## src/rtl/ss_bridge_pkg.sv

```systemverilog
// Shared types and defaults for the savestate-to-DDR3 bridge.
package ss_bridge_pkg;

    typedef enum logic [1:0] {
        IDLE,
        WRITE,
        READ,
        READ_WAIT
    } state_t;

    localparam logic [28:0] DEFAULT_BASE_ADDR  = 29'h0600_0000;
    localparam int          DEFAULT_SLOT_WORDS = 32768;
    localparam int          OFFSET_W           = $clog2(DEFAULT_SLOT_WORDS);

endpackage

```

## src/rtl/ss_ddr_bridge.sv

```systemverilog
// Turns the savestate toggle handshake into single-beat Avalon-MM accesses
// and generates slot-relative word addresses.
module ss_ddr_bridge
    import ss_bridge_pkg::*;
#(
    parameter logic [28:0] BASE_ADDR  = DEFAULT_BASE_ADDR,
    parameter int          SLOT_WORDS = DEFAULT_SLOT_WORDS
) (
    input  logic                          clk,
    input  logic                          reset_n,
    input  logic [1:0]                    slot,
    input  logic                          rewind,
    input  logic                          req,
    input  logic                          wren,
    input  logic [63:0]                   req_di,
    output logic [63:0]                   req_do,
    output logic                          ack,
    output logic                          busy,
    output logic [$clog2(SLOT_WORDS)-1:0] word_offset,
    output logic [28:0]                   avm_address,
    output logic                          avm_read,
    output logic                          avm_write,
    output logic [63:0]                   avm_writedata,
    output logic [7:0]                    avm_byteenable,
    output logic [7:0]                    avm_burstcount,
    input  logic                          avm_waitrequest,
    input  logic [63:0]                   avm_readdata,
    input  logic                          avm_readdatavalid
);

    localparam int                OW         = $clog2(SLOT_WORDS);
    localparam logic [OW-1:0]     OFFSET_ONE = 1;

    state_t      state;
    logic [1:0]  slot_r;
    logic [28:0] slot_base;
    logic [28:0] next_addr;

    // SLOT_WORDS is a power of two, so the slot product is a plain shift.
    assign slot_base      = 29'(slot_r) << OW;
    assign next_addr      = BASE_ADDR + slot_base + 29'(word_offset);
    assign avm_byteenable = 8'hFF;
    assign avm_burstcount = 8'd1;

    always_ff @(posedge clk) begin
        if (!reset_n) begin
            state         <= IDLE;
            ack           <= 1'b0;
            busy          <= 1'b0;
            avm_read      <= 1'b0;
            avm_write     <= 1'b0;
            avm_address   <= '0;
            avm_writedata <= '0;
            req_do        <= '0;
            word_offset   <= '0;
            slot_r        <= '0;
        end else begin
            case (state)
                IDLE: begin
                    if (req != ack) begin
                        avm_address   <= next_addr;
                        avm_writedata <= req_di;
                        busy          <= 1'b1;
                        if (wren) begin
                            avm_write <= 1'b1;
                            state     <= WRITE;
                        end else begin
                            avm_read  <= 1'b1;
                            state     <= READ;
                        end
                    end
                end
                WRITE: begin
                    if (!avm_waitrequest) begin
                        avm_write   <= 1'b0;
                        ack         <= ~ack;
                        word_offset <= word_offset + OFFSET_ONE;
                        busy        <= 1'b0;
                        state       <= IDLE;
                    end
                end
                READ: begin
                    if (!avm_waitrequest) begin
                        avm_read <= 1'b0;
                        // Zero-latency slaves may return data in the acceptance cycle.
                        if (avm_readdatavalid) begin
                            req_do      <= avm_readdata;
                            ack         <= ~ack;
                            word_offset <= word_offset + OFFSET_ONE;
                            busy        <= 1'b0;
                            state       <= IDLE;
                        end else begin
                            state <= READ_WAIT;
                        end
                    end
                end
                READ_WAIT: begin
                    if (avm_readdatavalid) begin
                        req_do      <= avm_readdata;
                        ack         <= ~ack;
                        word_offset <= word_offset + OFFSET_ONE;
                        busy        <= 1'b0;
                        state       <= IDLE;
                    end
                end
                default: state <= IDLE;
            endcase

            // Rewind overrides any offset increment from a completing transfer.
            if (rewind) begin
                slot_r      <= slot;
                word_offset <= '0;
            end
        end
    end

endmodule

```

## config.mk

```make
export PLATFORM = sky130hd
export DESIGN_NAME = ss_ddr_bridge
export DESIGN_NICKNAME = d
export VERILOG_FILES = /design/src/rtl/ss_bridge_pkg.sv /design/src/rtl/ss_ddr_bridge.sv
export SDC_FILE = /design/constraint.sdc
export NUM_CORES = 1
export LEC_CHECK = 0
export CORE_ASPECT_RATIO = 1.2
export CORE_MARGIN = 3
export CORE_UTILIZATION = 44
export DETAILED_ROUTE_END_ITERATION = 8
export GPL_ROUTABILITY_DRIVEN = 0
export PLACE_DENSITY = 0.89
export SYNTH_ARGS = -nofsm -noshare
export SYNTH_HDL_FRONTEND = slang
export SYNTH_SLANG_ARGS = --single-unit
export TNS_END_PERCENT = 5
```

## constraint.sdc

```tcl
create_clock -name clk -period 4.45 [get_ports clk]
set_input_delay 0.89 -clock clk [delete_from_list [all_inputs] [get_ports clk]]
set_output_delay 0.89 -clock clk [all_outputs]
set_load 0.005 [all_outputs]
```

==> results.txt <==
wirelength, routed: 19,000 um
Via Count: 6,162
num rows: 49
hold_buf cts: 0
starting density of the core: 45.0%
critical path's largest stage delay: 790 ps
Die Ht: 142 um
Cells after Synth: 807
worst slack, placed: 1450 ps
Reg2Reg Depth: 4
H-Tree Level Count: 4
hold depth: 2
synth-to-layout area growth: 52.1%
Slew Limit Headroom: 33.3%
core box area: 15,000 um^2
worst path arrival time: 2830 ps
grt ovf: 0
DR WL/cell: 14.9 um
#FFs+latches synth: 169
ANT nets after route: 0
I/O pins: 329
simple-gate share of the synthesized area: 20.9%
post-cts repair resize count: 0
n_diodes: 0
First-pass DRT Iterations: 4
Yosys top cell area share: 50.0%
RSZ-0062 raised after global routing: false
NumNets Final: 1,200
Root Driver: clkbuf_16
setup TNS: 0 ps
main combinational cell family by area after synthesis: simple AND/OR/NAND/NOR gates
Hold Vio Cnt, Final: 0
CTS tree: built
PortBufs: 302
worst slew pin tran: 993 ps
clock sinks: 169
Remaining DRCs: 0
Die ar.: 16,900 um^2
FMAX: 396 MHz
Buf+Inv Stages, Crit Path: 1
clock tree buffer depth: 2
max-slew violations: 0
die width: 119 um
dominant cells by area after synthesis: dfxtp_1, nand2_1, a21boi_0, buf_4, clkbuf_1
Yosys warning count: 0
crit path setup slack, layout: 1930 ps
vias in the first global route: 5,988
post-synthesis mux area share: 0.888%
Pleak: 3.68 nW
worst-path cell chain: clkdlybuf4s50_1, nor2b_1, o21ai_1, a31oi_1, a41o_1
Tcrit/Tclk final: 56.7%
number of buffers created by CTS: 17
first-pass GRT wire length: 29,900 um
Worst Setup Start Kind: primary input
Netlist cell types: 37
crit-path leading delay family: compound AO/OA/AOI/OAI gates
HPWL Detailed: 13,600 um
Clock Skew: 10.9 ps
fill count: 1,184
CP Capture Type: register
crit-path max FO: 14
register area share after synthesis: 50.0%
Hold Path Class: register to register
Post CTS Setup Buffer Count: 0
clock slew at reported path FFs: 70 ps
xor/xnor share of the synthesized area: 0.389%
final-report setup violation count: 0
min Tclk post-route: 2520 ps
synthesized area: 6760 um^2
Slowest cell on crit path: o21ai_1
gr usage total: 22.0%
Via density: 4.82
Max VDD drop: 0.244 mV
Worst-Skew Late Latency: 420 ps
Compound-Gate Fraction of Synth Area: 19.2%
Worst Path Required: 4760 ps
average cell area after synthesis: 8.38 um^2
post-synth top area cell: dfxtp_1
largest net degree at the start of global routing: 85
Max-Cap Viols: 0
share of post-route cells with drive strength above 1: 4.28%
Detailed Route Iter0 Violations: 347
adder-cell area share of the yosys netlist: 0.185%
Setup CP Type: primary input to register
Crit path depth: 5
initial antenna violation count: 0
status: completed
pwr dens: 371 nW/um^2
==> synthesized netlist by cell type, drive strengths merged <==
cell type,instances
a21oi,8
or3b,1
conb,2
nand3,3
mux2i,6
buf,57
dfxtp,169
a41o,4
nand2b,5
o21ai,5
a21boi,146
and2,3
and3,1
o21a,2
xnor2,3
or3,2
a31oi,4
o311ai,1
ha,1
nor3,2
o31ai,3
or4,3
o211ai,1
nand4,5
and4,3
inv,3
o211a,1
nor2b,5
o311a,1
clkbuf,40
nand2,306
nor4,1
nor2,10
==> worst paths after layout <==
check | startpoint | end | slack, ps
setup / recovery | avm_waitrequest | word_offset[11] | 1930
hold / removal | req_do[56] | req_do[56] | 460
setup reg to reg | state[1] | word_offset[11] | 2340
hold reg to reg | req_do[56] | req_do[56] | 460
==> through the flow <==
stage | hold slack [ps] | std cells | area, um^2 | util [%] | power, mW
final | 462 | 1279 | 10300 | 68.5 | 3.82
after floorplan | 440 | 831 | 6850 | - | 1.98
after global placement | 449 | 1247 | 9680 | 64.4 | 2.33
after detailed placement | 456 | 1247 | 9680 | 64.4 | 2.35
after CTS | 466 | 1279 | 10300 | 68.5 | 3.86
after global routing | 477 | 1279 | 10300 | 68.5 | 4.00
==> metal layers <==
metal	GRT usage (%)	vias up	wire length [um]
li1	-	3068	-
met1	23.5	2821	7340
met2	38.8	232	9450
met3	7.74	41	1580
met4	10.3	0	641
met5	0	-	0
==> worst reg2reg max path, stage by stage (launching register included) <==
cell     delay, ps
dfxtp_1        520
nand2_1        220
o21ai_1        830
a31oi_1        200
a41o_1         240
==> final cells by class <==
class	count	area, um^2	share of cell area, %
Clock inverter	14	170	1.65
Sequential cell	169	3380	32.9
Tap cell	204	255	2.48
Clock buffer	18	439	4.27
Inverter	3	11.3	0.109
Multi-Input combinational cell	562	2930	28.5
Timing Repair Buffer	309	3100	30.1
==> power by group <==
part	internal (mW)	switching, mW	total [mW]	leakage [nW]
combinational	0.354	0.294	0.647	2.01
sequential	1.61	0.0542	1.66	1.37
clock	0.902	0.610	1.51	0.294
total	2.86	0.958	3.82	3.68
==> layout by cell type (no fill, tap or decap), types with 6 or more instances in the layout <==
cell	count
nand2_1	306
clkdlybuf4s50_1	301
dfxtp_1	169
a21boi_0	146
conb_1	26
clkbuf_16	17
nor2_1	9
a21oi_1	8
mux2i_1	6
buf_4	6
==> cell families (layout without fill, tap and decap cells) <==
kind of cell	after synthesis	in the layout
simple gates	350	350
mux	6	6
compound gates	176	176
flops	169	169
xor+xnor	3	3
buf+inv	100	344
other cells	2	26
fa+ha+maj	1	1
==> flip-flops by register name, indices dropped and copies added (netlist names) <==
register       cells
avm_writedata     64
req_do            64
avm_address       18
word_offset       15
slot_r             2
state              2
ack                1
avm_read           1
avm_write          1
busy               1
Power figures use the tool's default switching activity.
